<file path="src/rtl/mau_pkg.sv">
// Shared encodings for the memory access unit: request sizes, FSM states, byte-lane masks.
package mau_pkg;

    typedef enum logic [1:0] {
        SZ_BYTE = 2'b00,
        SZ_HALF = 2'b01,
        SZ_WORD = 2'b10,
        SZ_ILL  = 2'b11
    } size_e;

    typedef enum logic [1:0] {
        ST_IDLE   = 2'b00,
        ST_ACCESS = 2'b01,
        ST_RESP   = 2'b10
    } state_e;

    localparam logic [3:0] LANE_NONE = 4'b0000;
    localparam logic [3:0] LANE_B0   = 4'b0001;
    localparam logic [3:0] LANE_HLO  = 4'b0011;
    localparam logic [3:0] LANE_HHI  = 4'b1100;
    localparam logic [3:0] LANE_ALL  = 4'b1111;

endpackage

</file>
<file path="src/rtl/mau_lane_align.sv">
// Byte-lane select generation for a request and lane extraction/extension for load data.
module mau_lane_align
    import mau_pkg::*;
(
    input  logic [1:0]  req_size,
    input  logic [1:0]  req_lo,
    output logic [1:0]  eff_size,
    output logic [1:0]  eff_lo,
    output logic [3:0]  sel,
    output logic        misaligned,
    input  logic [1:0]  ld_size,
    input  logic [1:0]  ld_lo,
    input  logic        ld_unsigned,
    input  logic [31:0] rdata,
    output logic [31:0] ld_data
);

    logic [31:0] shifted;

    // Offending low address bits are cleared; size 11 behaves as a word access.
    always_comb begin
        eff_size   = SZ_WORD;
        eff_lo     = 2'b00;
        sel        = LANE_ALL;
        misaligned = 1'b0;
        case (req_size)
            SZ_BYTE: begin
                eff_size = SZ_BYTE;
                eff_lo   = req_lo;
                sel      = LANE_B0 << req_lo;
            end
            SZ_HALF: begin
                eff_size   = SZ_HALF;
                eff_lo     = {req_lo[1], 1'b0};
                sel        = req_lo[1] ? LANE_HHI : LANE_HLO;
                misaligned = req_lo[0];
            end
            SZ_WORD: begin
                misaligned = (req_lo != 2'b00);
            end
            default: begin
                misaligned = 1'b1;
            end
        endcase
    end

    // Right-justify the selected lane(s) then sign- or zero-extend.
    always_comb begin
        shifted = rdata >> {ld_lo, 3'b000};
        ld_data = shifted;
        case (ld_size)
            SZ_BYTE: ld_data = {{24{~ld_unsigned & shifted[7]}}, shifted[7:0]};
            SZ_HALF: ld_data = {{16{~ld_unsigned & shifted[15]}}, shifted[15:0]};
            default: ld_data = shifted;
        endcase
    end

endmodule

</file>
<file path="src/rtl/mem_access_unit.sv">
// Single-outstanding CPU load/store unit driving a word-addressed data memory.
// Optional feature: define MAU_MISALIGN_TRAP_EN to trap misaligned requests instead of aligning them.
module mem_access_unit
    import mau_pkg::*;
#(
    parameter int ADDR_W = 20
) (
    input  logic              clk,
    input  logic              clr_n,
    input  logic              req_valid,
    output logic              req_ready,
    input  logic              req_we,
    input  logic [1:0]        req_size,
    input  logic              req_unsigned,
    input  logic [31:0]       req_addr,
    input  logic [31:0]       req_wdata,
    output logic              rsp_valid,
    input  logic              rsp_ready,
    output logic [31:0]       rsp_rdata,
    output logic              rsp_err,
    output logic              mem_str,
    output logic              mem_ld,
    output logic [3:0]        mem_sel,
    output logic [ADDR_W-1:0] mem_addr,
    output logic [31:0]       mem_wdata,
    input  logic [31:0]       mem_rdata
);

`ifdef MAU_MISALIGN_TRAP_EN
    localparam logic TRAP_EN = 1'b1;
`else
    localparam logic TRAP_EN = 1'b0;
`endif

    state_e      state;
    state_e      next_state;
    logic [1:0]  eff_size;
    logic [1:0]  eff_lo;
    logic [3:0]  lane_sel;
    logic        misaligned;
    logic [1:0]  ld_size;
    logic [1:0]  ld_lo;
    logic        ld_unsigned;
    logic [31:0] ld_data;
    logic        accept;
    logic        trap;
    logic        unused_addr_hi;

    assign accept         = req_valid & req_ready;
    assign trap           = misaligned & TRAP_EN;
    assign unused_addr_hi = ^req_addr[31:ADDR_W+2];

    mau_lane_align u_align (
        .req_size    (req_size),
        .req_lo      (req_addr[1:0]),
        .eff_size    (eff_size),
        .eff_lo      (eff_lo),
        .sel         (lane_sel),
        .misaligned  (misaligned),
        .ld_size     (ld_size),
        .ld_lo       (ld_lo),
        .ld_unsigned (ld_unsigned),
        .rdata       (mem_rdata),
        .ld_data     (ld_data)
    );

    // Next-state logic; unreachable encodings fall back to IDLE.
    always_comb begin
        next_state = state;
        case (state)
            ST_IDLE: begin
                if (accept) begin
                    next_state = trap ? ST_RESP : ST_ACCESS;
                end else begin
                    next_state = ST_IDLE;
                end
            end
            ST_ACCESS: next_state = ST_RESP;
            ST_RESP: begin
                if (rsp_ready) begin
                    next_state = ST_IDLE;
                end else begin
                    next_state = ST_RESP;
                end
            end
            default: next_state = ST_IDLE;
        endcase
    end

    // State register, memory strobes and response registers.
    always_ff @(posedge clk or negedge clr_n) begin
        if (!clr_n) begin
            state       <= ST_IDLE;
            req_ready   <= 1'b0;
            rsp_valid   <= 1'b0;
            rsp_rdata   <= 32'h0000_0000;
            rsp_err     <= 1'b0;
            mem_str     <= 1'b0;
            mem_ld      <= 1'b0;
            mem_sel     <= LANE_NONE;
            mem_addr    <= '0;
            mem_wdata   <= 32'h0000_0000;
            ld_size     <= SZ_WORD;
            ld_lo       <= 2'b00;
            ld_unsigned <= 1'b0;
        end else begin
            state     <= next_state;
            req_ready <= (next_state == ST_IDLE);
            case (state)
                ST_IDLE: begin
                    if (accept && !trap) begin
                        mem_addr    <= req_addr[ADDR_W+1:2];
                        mem_wdata   <= req_wdata;
                        mem_sel     <= lane_sel;
                        mem_str     <= req_we;
                        mem_ld      <= ~req_we;
                        ld_size     <= eff_size;
                        ld_lo       <= eff_lo;
                        ld_unsigned <= req_unsigned;
                    end else if (accept) begin
                        rsp_valid <= 1'b1;
                        rsp_err   <= 1'b1;
                        rsp_rdata <= 32'h0000_0000;
                    end
                end
                ST_ACCESS: begin
                    mem_str   <= 1'b0;
                    mem_ld    <= 1'b0;
                    mem_sel   <= LANE_NONE;
                    rsp_valid <= 1'b1;
                    rsp_err   <= 1'b0;
                    rsp_rdata <= mem_ld ? ld_data : 32'h0000_0000;
                end
                ST_RESP: begin
                    if (rsp_ready) begin
                        rsp_valid <= 1'b0;
                    end
                end
                default: begin
                    mem_str   <= 1'b0;
                    mem_ld    <= 1'b0;
                    mem_sel   <= LANE_NONE;
                    rsp_valid <= 1'b0;
                end
            endcase
        end
    end

endmodule

</file>
<file path="config.mk">
export PLATFORM = sky130hd
export DESIGN_NAME = mem_access_unit
export DESIGN_NICKNAME = d
export VERILOG_FILES = /design/src/rtl/mau_pkg.sv /design/src/rtl/mau_lane_align.sv /design/src/rtl/mem_access_unit.sv
export SDC_FILE = /design/constraint.sdc
export NUM_CORES = 1
export LEC_CHECK = 0
export ABC_AREA = 1
export BUFFER_PORTS_ARGS = -buffer_cell sky130_fd_sc_hd__buf_2
export CORE_AREA = 2 2 100 102
export CTS_BUF_LIST = sky130_fd_sc_hd__clkbuf_4 sky130_fd_sc_hd__clkbuf_8
export CTS_CLUSTER_SIZE = 30
export DETAILED_ROUTE_END_ITERATION = 7
export DIE_AREA = 0 0 102 104
export HOLD_SLACK_MARGIN = 0.03
export PLACE_DENSITY = 0.81
export SYNTH_ARGS = -nofsm -noshare
export SYNTH_HDL_FRONTEND = slang
export SYNTH_SLANG_ARGS = --single-unit
</file>
<file path="constraint.sdc">
create_clock -name clk -period 1.82 [get_ports clk]
set_input_delay 0.273 -clock clk [delete_from_list [all_inputs] [get_ports clk]]
set_output_delay 0.273 -clock clk [all_outputs]
set_load 0.1 [all_outputs]
</file>
==> flow_metrics.tcl <==
set metrics [dict create \
    cts_max_level 3 \
    final_cell_count_no_fill 892 \
    dpl.hpwl_um 8770 \
    drv_slew 0 \
    root_buffer "clkbuf_8" \
    clk_path_buf_depth 2 \
    clock_skew_ns 0.0104 \
    yosys_warnings 0 \
    grtUsageTotal_pct 22.2 \
    grt_start_max_net_pins 66 \
    clk_pin_slew_worst_paths_ns 0.09 \
    synth_compound_area_share_pct 5.91 \
    rsz0062_at_grt "no" \
    yosys-top-cells-count "nand2_1 (316), dfrtp_1 (98), nand3_1 (41)" \
    synthSimpleGateAreaFrac_pct 33.4 \
    crit_chain "inv_2 -> nand2_1 -> nand3_1 -> nand3_4 -> nand3_4 -> nand2_1 -> nand2_1" \
    die_w_um 102 \
    synth_mux_area_share_pct 0 \
    synthArstFlopShare_pct 100 \
    hold_viol 0 \
    end_kind "register" \
    placed_cells 875 \
    syn_avg_cell_area_um2 7.94 \
    antenna_found_initial 0 \
    crit_path_top_delay_cell "dfrtp_1" \
    dieArea_um2 10600 \
    hp-class "input pin to register" \
    synth_top_family_by_area "simple AND/OR/NAND/NOR gates" \
    synth_edf_count 0 \
    fin_setup_tns_ns 0 \
    syn-cell-area_um2 4580 \
    cp.required_ns 2.12 \
    fmaxAchievable_ghz 0.666 \
    slew_headroom_pct 66.6 \
    cp_max_fo 16 \
    finalCritPeriodShare_pct 82.5 \
    rows 36 \
    status "complete, no violations" \
    yosysSeqAreaShare_pct 54.2 \
    io_buffers 185 \
    numCtsBuffers 9 \
    initial_core_util_pct 47.9 \
    worst_pin_slew_ns 0.501 \
    finalCriticalPeriod_ns 1.50 \
    cts_tree "yes" \
    synthFlopType "dfrtp_1" \
    critPathKind "register to register" \
    finalSetupViolations 0 \
    fillers 879 \
    wl_per_cell_um 13.1 \
    cp-start-kind "register" \
    netlist-cell-type-count 28 \
    cpMostUsedCell "nand2_1" \
    grt-ovfl-total 0 \
    cpPeakStageDelay_ns 0.42 \
    layout.nets 858 \
    drt_wl_total_um 11700 \
    drive_gt1_share_pct 31.5 \
    synth_nets 680 \
    drtIter0Drc 166 \
    place_area_um2 5610 \
    ant_nets 0 \
    clock_latency_ns 0.36 \
    synthTopCellsByArea "dfrtp_1 (54%), nand2_1 (26%), nand3_1 (4.5%), a21oi_1 (1.8%), o21ai_0 (1.6%)" \
    grt_pass1_wl_um 18900 \
    cap_violations 0 \
    synthCells 576 \
    vias_per_cell 4.83 \
    final_cell_area_um2 5790 \
    yosys_register_bits 99 \
    place_congestion 0.897 \
    critical_path_arrival_ns 1.80 \
    ioPinCount 197 \
    synthAdderAreaFrac_pct 0 \
    drc 0 \
    core_area_um2 9550 \
    via_count 4304 \
    yosys.area.top_type "dfrtp_1" \
    synth.most_common_cell "nand2_1" \
    n_antenna_cell 0 \
    synth_top_area_share_pct 53.6 \
    synth-xor-area-share_pct 0 \
    grt_pass1_vias 4149 \
    syn2layout_area_growth_pct 26.6 \
    holdWs_ns 0.104 \
    die_y_um 104 \
    firstDrtPassIters 5 \
    cts_num_sinks 99 \
]
kinds of logic after synthesis:
logic type	count (synthesis)
flops	99
other cells	1
buf+inv	55
compound gates	46
simple gates	375
cell type report:
type                       count  area [um^2]  area share (%)
multi-input combinational    422         1810            31.2
sequential                    99         2480            42.8
clock inverter                 5         30.0           0.518
timing repair buffer         200         1080            18.7
tap                          133          166            2.87
clock buffer                  11          139            2.40
inverter                      22         87.6            1.51
registers in the layout, indices dropped and copies added (netlist names):
| name | flops |
|---|---|
| ld_size | 2 |
| ld_lo | 2 |
| mem_addr | 20 |
| rsp_valid | 1 |
| ld_unsigned | 1 |
| state | 2 |
| rsp_rdata | 32 |
| req_ready | 1 |
| mem_wdata | 32 |
| mem_str | 1 |
| mem_sel | 4 |
| mem_ld | 1 |
per-stage QoR:
step                util (%)  setup slack (ns)
floorplan                  -            0.0285
global placement        58.8             0.238
detailed placement      58.8             0.198
CTS                     60.6             0.163
global route            60.7             0.165
finish                  60.7             0.318
worst paths after layout:
check / start / end / slack [ns] / cells after the start
worst max-delay path: ld_lo[0]$_DFFE_PN0P_ / rsp_rdata[30]$_DFFE_PN0P_ / 0.32 / 7
worst min-delay path: req_addr[3] / mem_addr[1]$_DFFE_PN0P_ / 0.10 / 3
worst max register to register: ld_lo[0]$_DFFE_PN0P_ / rsp_rdata[30]$_DFFE_PN0P_ / 0.32 / 7
worst min register to register: mem_wdata[0]$_DFFE_PN0P_ / mem_wdata[0]$_DFFE_PN0P_ / 0.47 / 2
max in group asynchronous: clr_n / mem_addr[6]$_DFFE_PN0P_ / 0.81 / 3
min in group asynchronous: clr_n / rsp_rdata[28]$_DFFE_PN0P_ / 0.40 / 2
routing by layer:
| layer | part of all wire, % | GRT usage (%) | vias to the layer above | wire [um] |
|---|---|---|---|---|
| li1 | - | - | 2143 | - |
| met1 | 42 | 28.9 | 1959 | 4890 |
| met2 | 48 | 36.6 | 187 | 5560 |
| met3 | 9.0 | 5.17 | 15 | 1050 |
| met4 | 1.5 | 7.05 | 0 | 177 |
| met5 | 0 | 0 | - | 0 |
placed cells by master, fill, tap and decap left out, drive strengths merged:
cell type and count:
o21a 1, o21ai 21, dlygate4sd3 1, nand2 323, nand3 43, o211ai 7, dfstp 1, clkbuf 11
inv 22, buf 199, or2 1, clkinv 3, nor3 1, dfrtp 98, a21oi 16, clkinvlp 2
o22ai 1, nor2 7, conb 1
what timing repair did:
item / CTS / global route
buffers inserted: 0 / 0
hold buffers: 1 / 0
endpoints found under the setup margin: 0 / 1
resized for setup: 0 / 2
endpoints found under the hold margin: 30 / 0
worst max-delay path, delay by kind of cell, from the launching register on:
kind,cells,cell delay [ns]
AND/OR/NAND/NOR,6,0.80
flip-flops,1,0.42
buffers and inverters,1,0.22
Power is left out: the tool's default activity adds up to more than one toggle a clock period on the data nets, which glitch-free logic cannot reach.
